$ cat config.mk
export PLATFORM = sky130hd
export DESIGN_NAME = acq_sequencer
export DESIGN_NICKNAME = d
export VERILOG_FILES = /design/src/rtl/acq_pkg.sv /design/src/rtl/adc_spi_rx.sv /design/src/rtl/acq_sequencer.sv
export SDC_FILE = /design/constraint.sdc
export NUM_CORES = 1
export LEC_CHECK = 0
export BUFFER_PORTS_ARGS = -buffer_cell sky130_fd_sc_hd__clkbuf_2
export CAP_MARGIN = 40
export CORE_MARGIN = 4
export CORE_UTILIZATION = 40
export CTS_CLUSTER_DIAMETER = 80
export DETAILED_ROUTE_END_ITERATION = 6
export PLACE_DENSITY = 0.65
export SETUP_SLACK_MARGIN = 0.05
export SLEW_MARGIN = 20
export SYNTH_ARGS = -nofsm -noshare
export SYNTH_HDL_FRONTEND = slang
export SYNTH_SLANG_ARGS = --single-unit
$ cat constraint.sdc
create_clock -name clk -period 2.8 [get_ports clk]
set_clock_uncertainty 0.2 [all_clocks]
set_input_delay 0.56 -clock clk [delete_from_list [all_inputs] [get_ports clk]]
set_output_delay 0.56 -clock clk [all_outputs]
set_load 0.02 [all_outputs]
$ cat src/rtl/acq_pkg.sv
// Shared definitions for the acquisition sequencer: FSM state encoding and
// fixed timing/averaging constants. Used by acq_sequencer and adc_spi_rx.
package acq_pkg;

    typedef enum logic [2:0] {
        IDLE,
        SETTLE,
        CONVERT,
        WAIT_BUSY,
        READ,
        STORE,
        DONE
    } state_t;

    // Width of the adc_cnv pulse in clk cycles
    localparam int CNV_PULSE_CYC = 2;

    // log2 of the number of conversions averaged per channel (ACQ_AVERAGING_EN builds)
    localparam int AVG_LOG2 = 2;
    localparam int AVG_CNT  = 1 << AVG_LOG2;

endpackage

$ cat src/rtl/adc_spi_rx.sv
// ADC serial read-out: generates DATA_W adc_sck pulses (idle low, SCK_HALF clk
// cycles per half period), shifts miso in MSB first on each rising sck edge and
// raises done_o for one cycle together with the final falling edge.
// abort_i stops a transfer immediately and parks sck low.
module adc_spi_rx #(
    parameter int DATA_W   = 16,
    parameter int SCK_HALF = 2
) (
    input  logic              clk,
    input  logic              rst,
    input  logic              start_i,
    input  logic              abort_i,
    input  logic              miso_i,
    output logic              sck_o,
    output logic [DATA_W-1:0] data_o,
    output logic              done_o
);

    localparam int HC_W = (SCK_HALF > 1) ? $clog2(SCK_HALF) : 1;
    localparam int BC_W = $clog2(DATA_W);

    logic              active_q, active_d;
    logic              sck_q, sck_d;
    logic [HC_W-1:0]   half_q, half_d;
    logic [BC_W-1:0]   bit_q, bit_d;
    logic [DATA_W-1:0] shreg_q, shreg_d;
    logic              done_q, done_d;

    // Half-period timer, sck toggling, shift-in on rising sck and bit counting
    always_comb begin
        active_d = active_q;
        sck_d    = sck_q;
        half_d   = half_q;
        bit_d    = bit_q;
        shreg_d  = shreg_q;
        done_d   = 1'b0;
        if (abort_i) begin
            active_d = 1'b0;
            sck_d    = 1'b0;
            half_d   = '0;
            bit_d    = '0;
        end else if (start_i) begin
            active_d = 1'b1;
            sck_d    = 1'b0;
            half_d   = '0;
            bit_d    = '0;
        end else if (active_q) begin
            if (half_q == HC_W'(SCK_HALF - 1)) begin
                half_d = '0;
                if (!sck_q) begin
                    sck_d   = 1'b1;
                    shreg_d = {shreg_q[DATA_W-2:0], miso_i};
                end else begin
                    sck_d = 1'b0;
                    if (bit_q == BC_W'(DATA_W - 1)) begin
                        active_d = 1'b0;
                        done_d   = 1'b1;
                        bit_d    = '0;
                    end else begin
                        bit_d = bit_q + BC_W'(1);
                    end
                end
            end else begin
                half_d = half_q + HC_W'(1);
            end
        end
    end

    // Transfer state registers
    always_ff @(posedge clk or negedge rst) begin
        if (!rst) begin
            active_q <= 1'b0;
            sck_q    <= 1'b0;
            half_q   <= '0;
            bit_q    <= '0;
            shreg_q  <= '0;
            done_q   <= 1'b0;
        end else begin
            active_q <= active_d;
            sck_q    <= sck_d;
            half_q   <= half_d;
            bit_q    <= bit_d;
            shreg_q  <= shreg_d;
            done_q   <= done_d;
        end
    end

    assign sck_o  = sck_q;
    assign data_o = shreg_q;
    assign done_o = done_q;

endmodule

$ cat src/rtl/acq_sequencer.sv
// Multi-channel acquisition sequencer: on each start it walks analog mux
// channels 0..NUM_CH-1, settling, converting and reading one ADC result per
// channel, then signals cycle_done. All outputs are registered.
// Optional build macro ACQ_AVERAGING_EN: each channel is converted AVG_CNT
// times and the truncated mean is reported as one sample.
module acq_sequencer
    import acq_pkg::*;
#(
    parameter int NUM_CH     = 6,
    parameter int DATA_W     = 16,
    parameter int SCK_HALF   = 2,
    parameter int SETTLE_CYC = 8,
    parameter int BUSY_TMO   = 255
) (
    input  logic                      clk,
    input  logic                      rst,
    input  logic                      enable,
    input  logic                      start,
    output logic                      adc_cnv,
    input  logic                      adc_busy,
    output logic                      adc_sck,
    input  logic                      adc_miso,
    output logic [$clog2(NUM_CH)-1:0] analog_mux_chn,
    output logic                      sample_valid,
    output logic [DATA_W-1:0]         sample_data,
    output logic [$clog2(NUM_CH)-1:0] sample_chn,
    output logic                      cycle_done,
    output logic                      overrun,
    output logic                      timeout
);

    localparam int CH_W    = $clog2(NUM_CH);
    localparam int CNT_MAX = (SETTLE_CYC > BUSY_TMO) ? SETTLE_CYC : BUSY_TMO;
    localparam int CNT_W   = $clog2(CNT_MAX + CNV_PULSE_CYC + 1);

    state_t              state_q, state_d;
    logic [CNT_W-1:0]    cnt_q, cnt_d;
    logic [CH_W-1:0]     mux_q, mux_d;
    logic [CH_W-1:0]     chn_q, chn_d;
    logic [DATA_W-1:0]   data_q, data_d;
    logic                cnv_q, cnv_d;
    logic                valid_q, valid_d;
    logic                done_q, done_d;
    logic                ovr_q, ovr_d;
    logic                tmo_q, tmo_d;

    logic                spi_start;
    logic                spi_abort;
    logic                spi_done;
    logic [DATA_W-1:0]   spi_data;

`ifdef ACQ_AVERAGING_EN
    localparam int ACC_W = DATA_W + AVG_LOG2;
    logic [ACC_W-1:0]    acc_q, acc_d, sum;
    logic [AVG_LOG2-1:0] conv_q, conv_d;
`endif

    adc_spi_rx #(
        .DATA_W   (DATA_W),
        .SCK_HALF (SCK_HALF)
    ) u_spi (
        .clk     (clk),
        .rst     (rst),
        .start_i (spi_start),
        .abort_i (spi_abort),
        .miso_i  (adc_miso),
        .sck_o   (adc_sck),
        .data_o  (spi_data),
        .done_o  (spi_done)
    );

    // Scan FSM: next state, counters, and next values of the registered outputs
    always_comb begin
        state_d   = state_q;
        cnt_d     = cnt_q;
        mux_d     = mux_q;
        chn_d     = chn_q;
        data_d    = data_q;
        valid_d   = 1'b0;
        done_d    = 1'b0;
        tmo_d     = 1'b0;
        ovr_d     = start && (state_q != IDLE);
        spi_start = 1'b0;
        spi_abort = !enable;
`ifdef ACQ_AVERAGING_EN
        acc_d     = acc_q;
        conv_d    = conv_q;
        sum       = acc_q + ACC_W'(spi_data);
`endif
        if (!enable) begin
            state_d = IDLE;
            cnt_d   = '0;
            mux_d   = '0;
        end else begin
            case (state_q)
                IDLE: begin
                    if (start) begin
                        state_d = SETTLE;
                        mux_d   = '0;
                        cnt_d   = '0;
                    end
                end
                SETTLE: begin
                    if (int'(cnt_q) + 1 >= SETTLE_CYC) begin
                        state_d = CONVERT;
                        cnt_d   = '0;
`ifdef ACQ_AVERAGING_EN
                        acc_d   = '0;
                        conv_d  = '0;
`endif
                    end else begin
                        cnt_d = cnt_q + CNT_W'(1);
                    end
                end
                CONVERT: begin
                    if (cnt_q == CNT_W'(CNV_PULSE_CYC - 1)) begin
                        state_d = WAIT_BUSY;
                        cnt_d   = '0;
                    end else begin
                        cnt_d = cnt_q + CNT_W'(1);
                    end
                end
                WAIT_BUSY: begin
                    if (!adc_busy) begin
                        spi_start = 1'b1;
                        state_d   = READ;
                        cnt_d     = '0;
                    end else if (cnt_q == CNT_W'(BUSY_TMO - 1)) begin
                        // ADC never answered: report an all-ones sample and move on
                        tmo_d   = 1'b1;
                        data_d  = '1;
                        chn_d   = mux_q;
                        valid_d = 1'b1;
                        state_d = STORE;
                        cnt_d   = '0;
                    end else begin
                        cnt_d = cnt_q + CNT_W'(1);
                    end
                end
                READ: begin
                    if (spi_done) begin
`ifdef ACQ_AVERAGING_EN
                        if (conv_q == AVG_LOG2'(AVG_CNT - 1)) begin
                            data_d  = sum[ACC_W-1:AVG_LOG2];
                            chn_d   = mux_q;
                            valid_d = 1'b1;
                            state_d = STORE;
                        end else begin
                            // Same channel again: no re-settle between conversions
                            acc_d   = sum;
                            conv_d  = conv_q + AVG_LOG2'(1);
                            state_d = CONVERT;
                            cnt_d   = '0;
                        end
`else
                        data_d  = spi_data;
                        chn_d   = mux_q;
                        valid_d = 1'b1;
                        state_d = STORE;
`endif
                    end
                end
                STORE: begin
                    if (mux_q < CH_W'(NUM_CH - 1)) begin
                        mux_d   = mux_q + CH_W'(1);
                        state_d = SETTLE;
                        cnt_d   = '0;
                    end else begin
                        done_d  = 1'b1;
                        state_d = DONE;
                    end
                end
                DONE: begin
                    mux_d   = '0;
                    state_d = IDLE;
                end
                default: begin
                    state_d = IDLE;
                end
            endcase
        end
        cnv_d = (state_d == CONVERT);
    end

    // State, counters and output registers
    always_ff @(posedge clk or negedge rst) begin
        if (!rst) begin
            state_q <= IDLE;
            cnt_q   <= '0;
            mux_q   <= '0;
            chn_q   <= '0;
            data_q  <= '0;
            cnv_q   <= 1'b0;
            valid_q <= 1'b0;
            done_q  <= 1'b0;
            ovr_q   <= 1'b0;
            tmo_q   <= 1'b0;
`ifdef ACQ_AVERAGING_EN
            acc_q   <= '0;
            conv_q  <= '0;
`endif
        end else begin
            state_q <= state_d;
            cnt_q   <= cnt_d;
            mux_q   <= mux_d;
            chn_q   <= chn_d;
            data_q  <= data_d;
            cnv_q   <= cnv_d;
            valid_q <= valid_d;
            done_q  <= done_d;
            ovr_q   <= ovr_d;
            tmo_q   <= tmo_d;
`ifdef ACQ_AVERAGING_EN
            acc_q   <= acc_d;
            conv_q  <= conv_d;
`endif
        end
    end

    assign adc_cnv        = cnv_q;
    assign analog_mux_chn = mux_q;
    assign sample_valid   = valid_q;
    assign sample_data    = data_q;
    assign sample_chn     = chn_q;
    assign cycle_done     = done_q;
    assign overrun        = ovr_q;
    assign timeout        = tmo_q;

endmodule
; ---- Word level (Yosys, flattened, before mapping)
; Index checks and enable logic that the tools add are counted.
[totals]
input_bits = 6
out_inout_bits = 28
elab_cells = 124
regBits = 63
[op_classes]
magnitude_cmp = 2
bitwise = 2
n_mux = 69
reduce_logical = 10
add_sub_neg = 5
n_eq_ne = 20
[op_table]
columns = cell, n
row1 = $mux W9, 7
row2 = $mux W16, 3
row3 = $pmux W9 S5, 1
row4 = $mux W3, 14
row5 = $mux W1, 33
row6 = $pmux W16 S2, 1
row7 = $mux W4, 6
row8 = $pmux W3 S6, 1
row9 = $add A9 B1 Y10 const B, 1
row10 = $ge A10 B4 Y1 const B, 1
row11 = $reduce_and A5 Y1, 2
row12 = $add A9 B1 Y9 const B, 1
row13 = $eq A3 B2 Y1 const B, 3
row14 = $eq A3 B3 Y1 const B, 3
row15 = $eq A9 B1 Y1 const B, 1
row16 = $eq A9 B8 Y1 const B, 1
row17 = $ne A3 B1 Y1 const B, 3
row18 = $pmux W3 S3, 1
row19 = $reduce_and A3 Y1, 3
row20 = $ne A3 B3 Y1 const B, 2
row21 = $ne A6 B1 Y1 const B, 1
row22 = $pmux W3 S2, 1
row23 = $add A4 B1 Y4 const B, 1
row24 = $eq A4 B4 Y1 const B, 1
row25 = other kinds (14), 16

; ---- Longest topological paths before layout
; Gate-level depths: netlist of the first run.
[logic_depth]
ltp_word = 7
depth_mapped = 8
ltp_nobuf = 7

; ---- Modules after synthesis
; From an unflattened synthesis of the first run, not the netlist that was laid out.
[hier_totals]
cells_unflattened = 288
hier_area_um2 = 3015.4
[modules_own_cells]
columns = mod, cells_per_inst, n_inst, area_per_inst_um2, seq_area_each_um2
row1 = acq_sequencer, 214, 1, 1976.9, 975.9
row2 = adc_spi_rx, 74, 1, 1038.5, 600.6

; ---- Worst setup path before layout of the first run
; No wires, ideal clock.
[synth_timing]
path_kind = in2reg
from = input enable
to = register u_spi.shreg_q[10] (netlist: u_spi.data_o[10])
setup_time_ps = 125
stages = 6
t_arrival_ps = 1746
slack_ps = 729
required_ps = 2475
n_path_buf = 3
cell_sequence = buf_2 > o21ai_2 > or3_1 > buf_6 > buf_6 > mux2_4
[synth_via]
elab_chain_cells = 3
[synth_lines]
columns = item, line_no
row1 = "start, declared", acq_sequencer.sv:17  ; input logic enable,
row2 = $mux W1, acq_sequencer.sv:90  ; if (!enable) begin
row3 = $not A1 Y1 (no line), --
row4 = $reduce_and A5 Y1 (no line) (*), --
row5 = "end signal, assigned", adc_spi_rx.sv:83  ; shreg_q <= shreg_d;
row6 = "end, declared", adc_spi_rx.sv:26  ; logic [DATA_W-1:0] shreg_q, shreg_d;
; Every way passes the cells marked *; elsewhere a longest branch is shown, timed or not.
; A chain may end at the register's enable or synchronous reset.

; ---- Worst setup path in the final report of the first run
[layout_timing]
from = register cnt_q[0]
to = register cnt_q[6]
[layout_via]
elab_chain_cells = 5
word_cells_on_any_way = 11
classes_between = add/sub (2) / order compare (1) / eq/ne (2) / mux (6)
[layout_lines]
columns = item, line_no
row1 = "start, declared", acq_sequencer.sv:37  ; logic [CNT_W-1:0] cnt_q, cnt_d;
row2 = "start signal, assigned", acq_sequencer.sv:204  ; cnt_q <= cnt_d;
row3 = "$add A9 B1 Y10, or another cell as far along", acq_sequencer.sv:104  ; if (int'(cnt_q) + 1 >= SETTLE_CYC) begin
row4 = $ge A10 B4 Y1 or $mux W9 (tied branches), "acq_sequencer.sv:104, acq_sequencer.sv:128"
row5 = "$mux W9, on equally long branches", "acq_sequencer.sv:104, acq_sequencer.sv:124"
row6 = $pmux W9 S5 (*), acq_sequencer.sv:95  ; case (state_q)
row7 = $mux W9 (*), acq_sequencer.sv:90
; Marked as above.

==> results of run 1 <==
-- layer usage --
layer  vias up  routed length (µm)  global-route usage
met3         9                 283              0.0414
li1       1103                   -                   -
met5         -                   0                   0
met4         0                  89              0.0721
met2        58                2590               0.208
met1      1076                2830               0.188
-- registers in the layout, indices dropped and copies added, names as in the netlist, 3 cells and up --
signal          cells
analog_mux_chn      3
cnt_q               9
sample_chn          3
sample_data        16
state_q             3
u_spi.bit_q         4
u_spi.data_o       16
-- cells in the mapped netlist (all sizes together), types with 3 or more instances --
master	number	share of area
a21oi	12	0.024
ha	5	0.021
buf	11	0.022
a31oi	3	0.0062
o21ai	34	0.058
xnor2	3	0.0087
nor3	5	0.0083
dfrtp	63	0.52
inv	8	0.010
nand4	6	0.012
and3	5	0.010
mux2	19	0.083
clkbuf	5	0.0066
nor2	32	0.040
xor2	4	0.012
nand3	12	0.020
nand2	32	0.040
-- cells in the final DEF, fill, tap and decap left out, types with 4 or more instances in the layout --
| cell | Yosys | final |
|---|---|---|
| nor3_1 | 5 | 5 |
| nor2_1 | 32 | 32 |
| and3_1 | 5 | 5 |
| dfrtp_1 | 63 | 63 |
| nand4_1 | 6 | 6 |
| mux2_2 | 9 | 9 |
| buf_4 | 0 | 4 |
| mux2_4 | 10 | 10 |
| xor2_1 | 4 | 4 |
| nand2_1 | 32 | 32 |
| ha_1 | 5 | 5 |
| a21oi_1 | 11 | 11 |
| nand3_1 | 12 | 12 |
| inv_1 | 8 | 8 |
| clkbuf_2 | 1 | 33 |
| clkbuf_8 | 0 | 9 |
| o21ai_0 | 32 | 32 |
-- power by group --
part           total (mW)  switching [mW]  internal (mW)
clock               0.773           0.361          0.412
sequential          0.920         0.00673          0.913
combinational      0.0616          0.0419         0.0197
total                1.75           0.410           1.34
-- stage by stage --
stage | total power [mW] | area, µm² | instances | hold slack (ps) | setup slack, ps
2_1_floorplan | 0.964 | 3020 | 294 | 64.4 | 729
3_3_place_gp | 1.00 | 3270 | 415 | 261 | 604
3_5_place_dp | 1.00 | 3270 | 415 | 272 | 570
4_1_cts | 1.79 | 3470 | 431 | 38.8 | 552
5_1_grt | 1.84 | 3470 | 431 | 43.1 | 434
6_report | 1.75 | 3470 | 431 | 34.2 | 565
-- kinds of logic after synthesis --
logic type,Yosys count
buffers and inverters,24
xor gates and xnor gates,7
muxes,21
DFF,63
adders and majority gates,5
AOI/OAI and AO/OA,66
and+or+nand+nor,108
-- worst max-delay path by stage --
stage / startpoint / end / slack [ps]
2_1_floorplan: enable / u_spi.data_o[10]$_DFFE_PN0P_ / 730
3_3_place_gp: cnt_q[0]$_DFFE_PN0P_ / cnt_q[5]$_DFFE_PN0P_ / 600
3_5_place_dp: cnt_q[0]$_DFFE_PN0P_ / cnt_q[6]$_DFFE_PN0P_ / 570
4_1_cts: cnt_q[0]$_DFFE_PN0P_ / cnt_q[6]$_DFFE_PN0P_ / 550
5_1_grt: cnt_q[0]$_DFFE_PN0P_ / cnt_q[2]$_DFFE_PN0P_ / 430
6_report: cnt_q[0]$_DFFE_PN0P_ / cnt_q[6]$_DFFE_PN0P_ / 560
-- area by class of cell --
cell class              instances  area (µm²)  share of cell area
inverters                       8        30.0             0.00865
multi-input cells             207        1330               0.382
clock buffers                   9         124              0.0357
flip-flops and latches         63        1580               0.454
repair buffers                 38         215              0.0620
well taps                      99         124              0.0357
clock inverters                 7        73.8              0.0213
-- worst register-to-register path, stage by stage, from the launching register on --
cell and delay [ps]:
dfrtp_1 440, ha_1 270, nand3_1 210, mux2_2 380
a31o_2 260, a21oi_4 220, o21ai_0 130
==> flow_metrics.py, run 1 <==
metrics = {
    "layout": {
        "layout.nets": 338,
        "final_layout_size_suffix_gt1_frac": 0.244,
        "diodes": 0,
        "area_delta_synth_final_pct": 15.0,
        "final_core_util": 0.476,
        "fillers": 722,
    },
    "synth": {
        "synthFlopType": "dfrtp_1",
        "syn-cell-area_um2": 3020,
        "yosysUniqueCellTypes": 51,
        "synthXorXnorAreaFrac": 0.0203,
        "async_flop_share": 1.00,
        "ys_seq_area_frac": 0.522,
        "synth-edff-count": 0,
        "yosys_warnings": 0,
        "avgSynthCellArea_um2": 10.3,
        "synth_nets": 305,
        "synth_compound_area_frac": 0.137,
        "synth-simple-area-share": 0.170,
        "ys_ff_latch": 63,
        "muxShareOfSynthArea": 0.0900,
        "synthAdderAreaFrac": 0.0207,
        "synth_top_family_by_area": "simple AND/OR/NAND/NOR gates",
        "synth_cells": 294,
    },
    "route": {
        "first_iter_violations": 131,
        "ant_nets": 0,
        "drc": 0,
        "dr.pass1.iters": 6,
        "wl_per_cell_um": 13.5,
        "via_count": 2246,
        "routed_wirelength_mm": 5.80,
        "vias_per_cell": 5.21,
    },
    "floorplanning": {
        "fp-row-count": 31,
        "dieArea_um2": 9000,
        "initial_core_util": 0.414,
        "die_h_um": 94.9,
        "die_x_um": 94.9,
        "io_pins": 34,
        "design.core.area_um2": 7290,
    },
    "worst_setup_path": {
        "crit_family": "compound AO/OA/AOI/OAI gates",
        "path_class": "reg2reg",
        "cpMaxStageDelayCell": "dfrtp_1",
        "cp_num_cells": 6,
        "cp.required_ps": 2810,
        "r2r_end": "cnt_q[6]$_DFFE_PN0P_",
        "r2r_cells": 6,
        "crit_chain": "ha_1, nand3_1, mux2_2, a31o_2, a21oi_4, o21ai_0",
        "arrival_ps": 2240,
        "crit_path_max_incr_delay_ps": 440,
        "startpoint_type": "flip-flop",
        "cp_max_fo": 8,
        "cp-end-kind": "flip-flop",
        "r2r-start": "cnt_q[0]$_DFFE_PN0P_",
        "reg2reg_slack_ps": 560,
        "path_buf_inv": 0,
    },
    "sta": {
        "period_minus_slack_ps": 2240,
        "setup_violations": 0,
        "hold_viol_final": 0,
        "fmax_mhz": 447,
        "max-slew-margin-rel": 0.639,
        "tightest_slew_ps": 540,
        "slew_viol_final": 0,
        "tns_ps": 0,
        "final.period_utilization": 0.798,
        "rsz0062_at_grt": "no",
    },
    "pwr": {
        "powerDensity_nw_per_um2": 506,
        "irDropWorstVdd_v": 0.000194,
        "p_leak_nw": 1.69,
    },
    "place": {
        "port_buffers": 33,
        "gp_congestion": 0.847,
        "dp_hpwl_mm": 3.90,
    },
    "clock_network": {
        "post_cts_buffers": 0,
        "cts.sinks": 63,
        "cts_buffers": 9,
        "clock_latency_ps": 340,
        "cts_resized": 0,
        "clock_path_buffers": 2,
        "cts_tree": "done",
        "cts_hold_buf": 0,
        "clk_pin_slew_worst_paths_ps": 70,
        "cts_htree_levels": 3,
        "cts_root_buffer": "clkbuf_8",
    },
    "global_route": {
        "grt_remaining_overflow": 0,
        "grtUsageTotal": 0.141,
        "antenna_found_initial": 0,
        "grt_pass1_vias": 2145,
        "grt_pass1_wl_mm": 9.84,
        "grt_max_degree": 64,
    },
    "min_path": {
        "holdCritPathClass": "in2async",
    },
    "run_status": {
        "status": "complete, no violations",
    },
    "run": {
        "maxCapViolations": 0,
    },
}
(Power assumes the default switching activity.)
==> run 2, diff against run 1 <==
--- a/config.mk
+++ b/config.mk
@@ -11,7 +11,7 @@
 export CORE_UTILIZATION = 40
 export CTS_CLUSTER_DIAMETER = 80
 export DETAILED_ROUTE_END_ITERATION = 6
-export PLACE_DENSITY = 0.65
+export PLACE_DENSITY = 0.67
 export SETUP_SLACK_MARGIN = 0.05
 export SLEW_MARGIN = 20
 export SYNTH_ARGS = -nofsm -noshare
==> constraint.sdc (replaced) <==
create_clock -name clk -period 1.9 [get_ports clk]
set_clock_uncertainty 0.2 [all_clocks]
set_input_delay 0.38 -clock clk [delete_from_list [all_inputs] [get_ports clk]]
set_output_delay 0.38 -clock clk [all_outputs]
set_load 0.02 [all_outputs]
==> run 2 against run 1 <==
Core utilization grew 9.6 points. Critical endpoint is now cnt_q[7]$_DFFE_PN0P_. Sequential power grew 47%. The run now ends with negative setup slack left. Combinational power grew 120%. Clock power grew 90%. First-iteration DRC count shrank 1.5%.
==> flow_metrics.py, run 2 (synthesized netlist as in run 1, its figures left out) <==
metrics = {
    "run_status": {
        "status": "complete, but fails checks",
        "violations": "negative setup slack",
    },
    "pwr": {
        "irDropWorstVdd_v": 0.000402,
        "powerDensity_nw_per_um2": 710,
        "p_leak_nw": 2.09,
    },
    "layout": {
        "final_cells": 482,
        "final_core_util": 0.572,
        "final_cell_mix": "dfrtp_1 (58), buf_4 (43), clkbuf_2 (33)",
        "final_layout_size_suffix_gt1_frac": 0.397,
        "diodes": 0,
        "layout.nets": 389,
        "final_common_cell": "dfrtp_1",
        "multi_input_area_um2": 1470,
        "fillers": 626,
        "area_delta_synth_final_pct": 38.3,
        "regArea_um2": 1580,
    },
    "sta": {
        "slew_viol_final": 0,
        "period_minus_slack_ps": 1950,
        "rsz0062_at_grt": "yes",
        "fmax_mhz": 513,
        "hold_viol_final": 0,
        "fin_ws_ps": -49.7,
        "max-slew-margin-rel": 0.749,
        "setup_violations": 12,
        "tightest_slew_ps": 374,
        "final.period_utilization": 1.03,
    },
    "route": {
        "vias_per_cell": 5.17,
        "via_count": 2491,
        "dr.pass1.iters": 4,
        "wl_per_cell_um": 14.2,
        "first_iter_violations": 129,
        "ant_nets": 0,
        "drc": 0,
        "routed_wirelength_mm": 6.86,
    },
    "run": {
        "maxCapViolations": 0,
    },
    "worst_setup_path": {
        "crit_path_start": "cnt_q[1]$_DFFE_PN0P_",
        "r2r_end": "cnt_q[7]$_DFFE_PN0P_",
        "cp_num_cells": 6,
        "r2r_cells": 6,
        "path_class": "reg2reg",
        "cp_max_fo": 8,
        "cpMaxStageDelayCell": "dfrtp_2",
        "cp.required_ps": 1910,
        "cp-end-kind": "flip-flop",
        "arrival_ps": 1960,
        "crit_chain": "ha_4, nand3_4, mux2_4, a31o_4, a21oi_4, o22ai_1",
        "crit_end": "cnt_q[7]$_DFFE_PN0P_",
        "reg2reg_slack_ps": -50,
        "path_buf_inv": 0,
        "crit_family": "compound AO/OA/AOI/OAI gates",
        "startpoint_type": "flip-flop",
        "r2r-start": "cnt_q[1]$_DFFE_PN0P_",
        "crit_path_max_incr_delay_ps": 450,
    },
    "global_route": {
        "grt_pass1_wl_mm": 11.4,
        "antenna_found_initial": 0,
        "grtUsageTotal": 0.164,
        "grt_max_degree": 64,
        "grt_pass1_vias": 2476,
        "grt_remaining_overflow": 0,
    },
    "place": {
        "port_buffers": 33,
        "dp_hpwl_mm": 4.40,
        "gp_congestion": 0.866,
        "pre_cts_slack_ps": -118,
        "dp.cells": 454,
    },
    "clock_network": {
        "clk_pin_slew_worst_paths_ps": 80,
        "clock_path_buffers": 2,
        "cts_htree_levels": 3,
        "cts_tree": "done",
        "cts.sinks": 63,
        "cts_root_buffer": "clkbuf_8",
        "cts_buffers": 9,
        "clock_latency_ps": 340,
    },
    "floorplanning": {
        "initial_core_util": 0.414,
        "die_x_um": 94.9,
        "die_h_um": 94.9,
        "design.core.area_um2": 7290,
        "io_pins": 34,
        "dieArea_um2": 9000,
        "fp-row-count": 31,
    },
    "min_path": {
        "holdCritPathClass": "in2reg",
    },
}
==> run 2: worst min path at each step <==
stage | from | to | slack (ps) | depth (start not counted)
after detailed placement | rst | analog_mux_chn[0]$_DFFE_PN0P_ | 220 | 2
after CTS | adc_miso | u_spi.data_o[0]$_DFFE_PN0P_ | 80 | 2
after global routing | adc_miso | u_spi.data_o[0]$_DFFE_PN0P_ | 80 | 2
final | adc_miso | u_spi.data_o[0]$_DFFE_PN0P_ | 90 | 2
after floorplan | rst | adc_cnv$_DFF_PN0_ | -120 | 0
after global placement | rst | cycle_done$_DFF_PN0_ | 230 | 2
==> run 2: repair_timing <==
action / 4_1_cts / 5_1_grt
pin swaps: 5 / 9
hold endpoints to repair: 63 / 0
cloned: 3 / 0
hold buffers: 1 / 0
setup endpoints to repair: 39 / 51
setup buffers: 5 / 4
gates resized for setup: 20 / 20
==> run 2: final cells by class <==
| cell class | count | share of cell area |
|---|---|---|
| sequential | 63 | 0.379 |
| multi-input combinational | 207 | 0.353 |
| timing repair buffer | 89 | 0.171 |
| clock inverter | 7 | 0.0300 |
| clock buffer | 9 | 0.0297 |
| tap | 99 | 0.0297 |
| inverter | 8 | 0.00720 |
==> run 2: through the flow <==
stage	TNS, ps	total power [mW]	area (µm²)	hold WS (ps)
after detailed placement	-801	1.50	3650	224
after floorplan	0	1.42	3100	-116
after CTS	-567	2.99	4090	75.4
final	-258	2.96	4170	90.1
after global routing	-2870	3.07	4170	80.6
after global placement	-410	1.49	3650	226
==> run 2: power by group <==
group | internal (mW) | switching [mW]
clock network | 0.890 | 0.582
logic | 0.0573 | 0.0805
registers | 1.35 | 0.00608
total | 2.29 | 0.669
==> run 2: per-layer routing <==
metal,vias to the layer above,track usage,routed length (µm),part of all wire
met5,-,0,0,0
met4,0,0.0721,109,0.016
met3,13,0.0327,316,0.046
met2,65,0.267,3320,0.48
met1,1206,0.213,3110,0.45
li1,1207,-,-,-
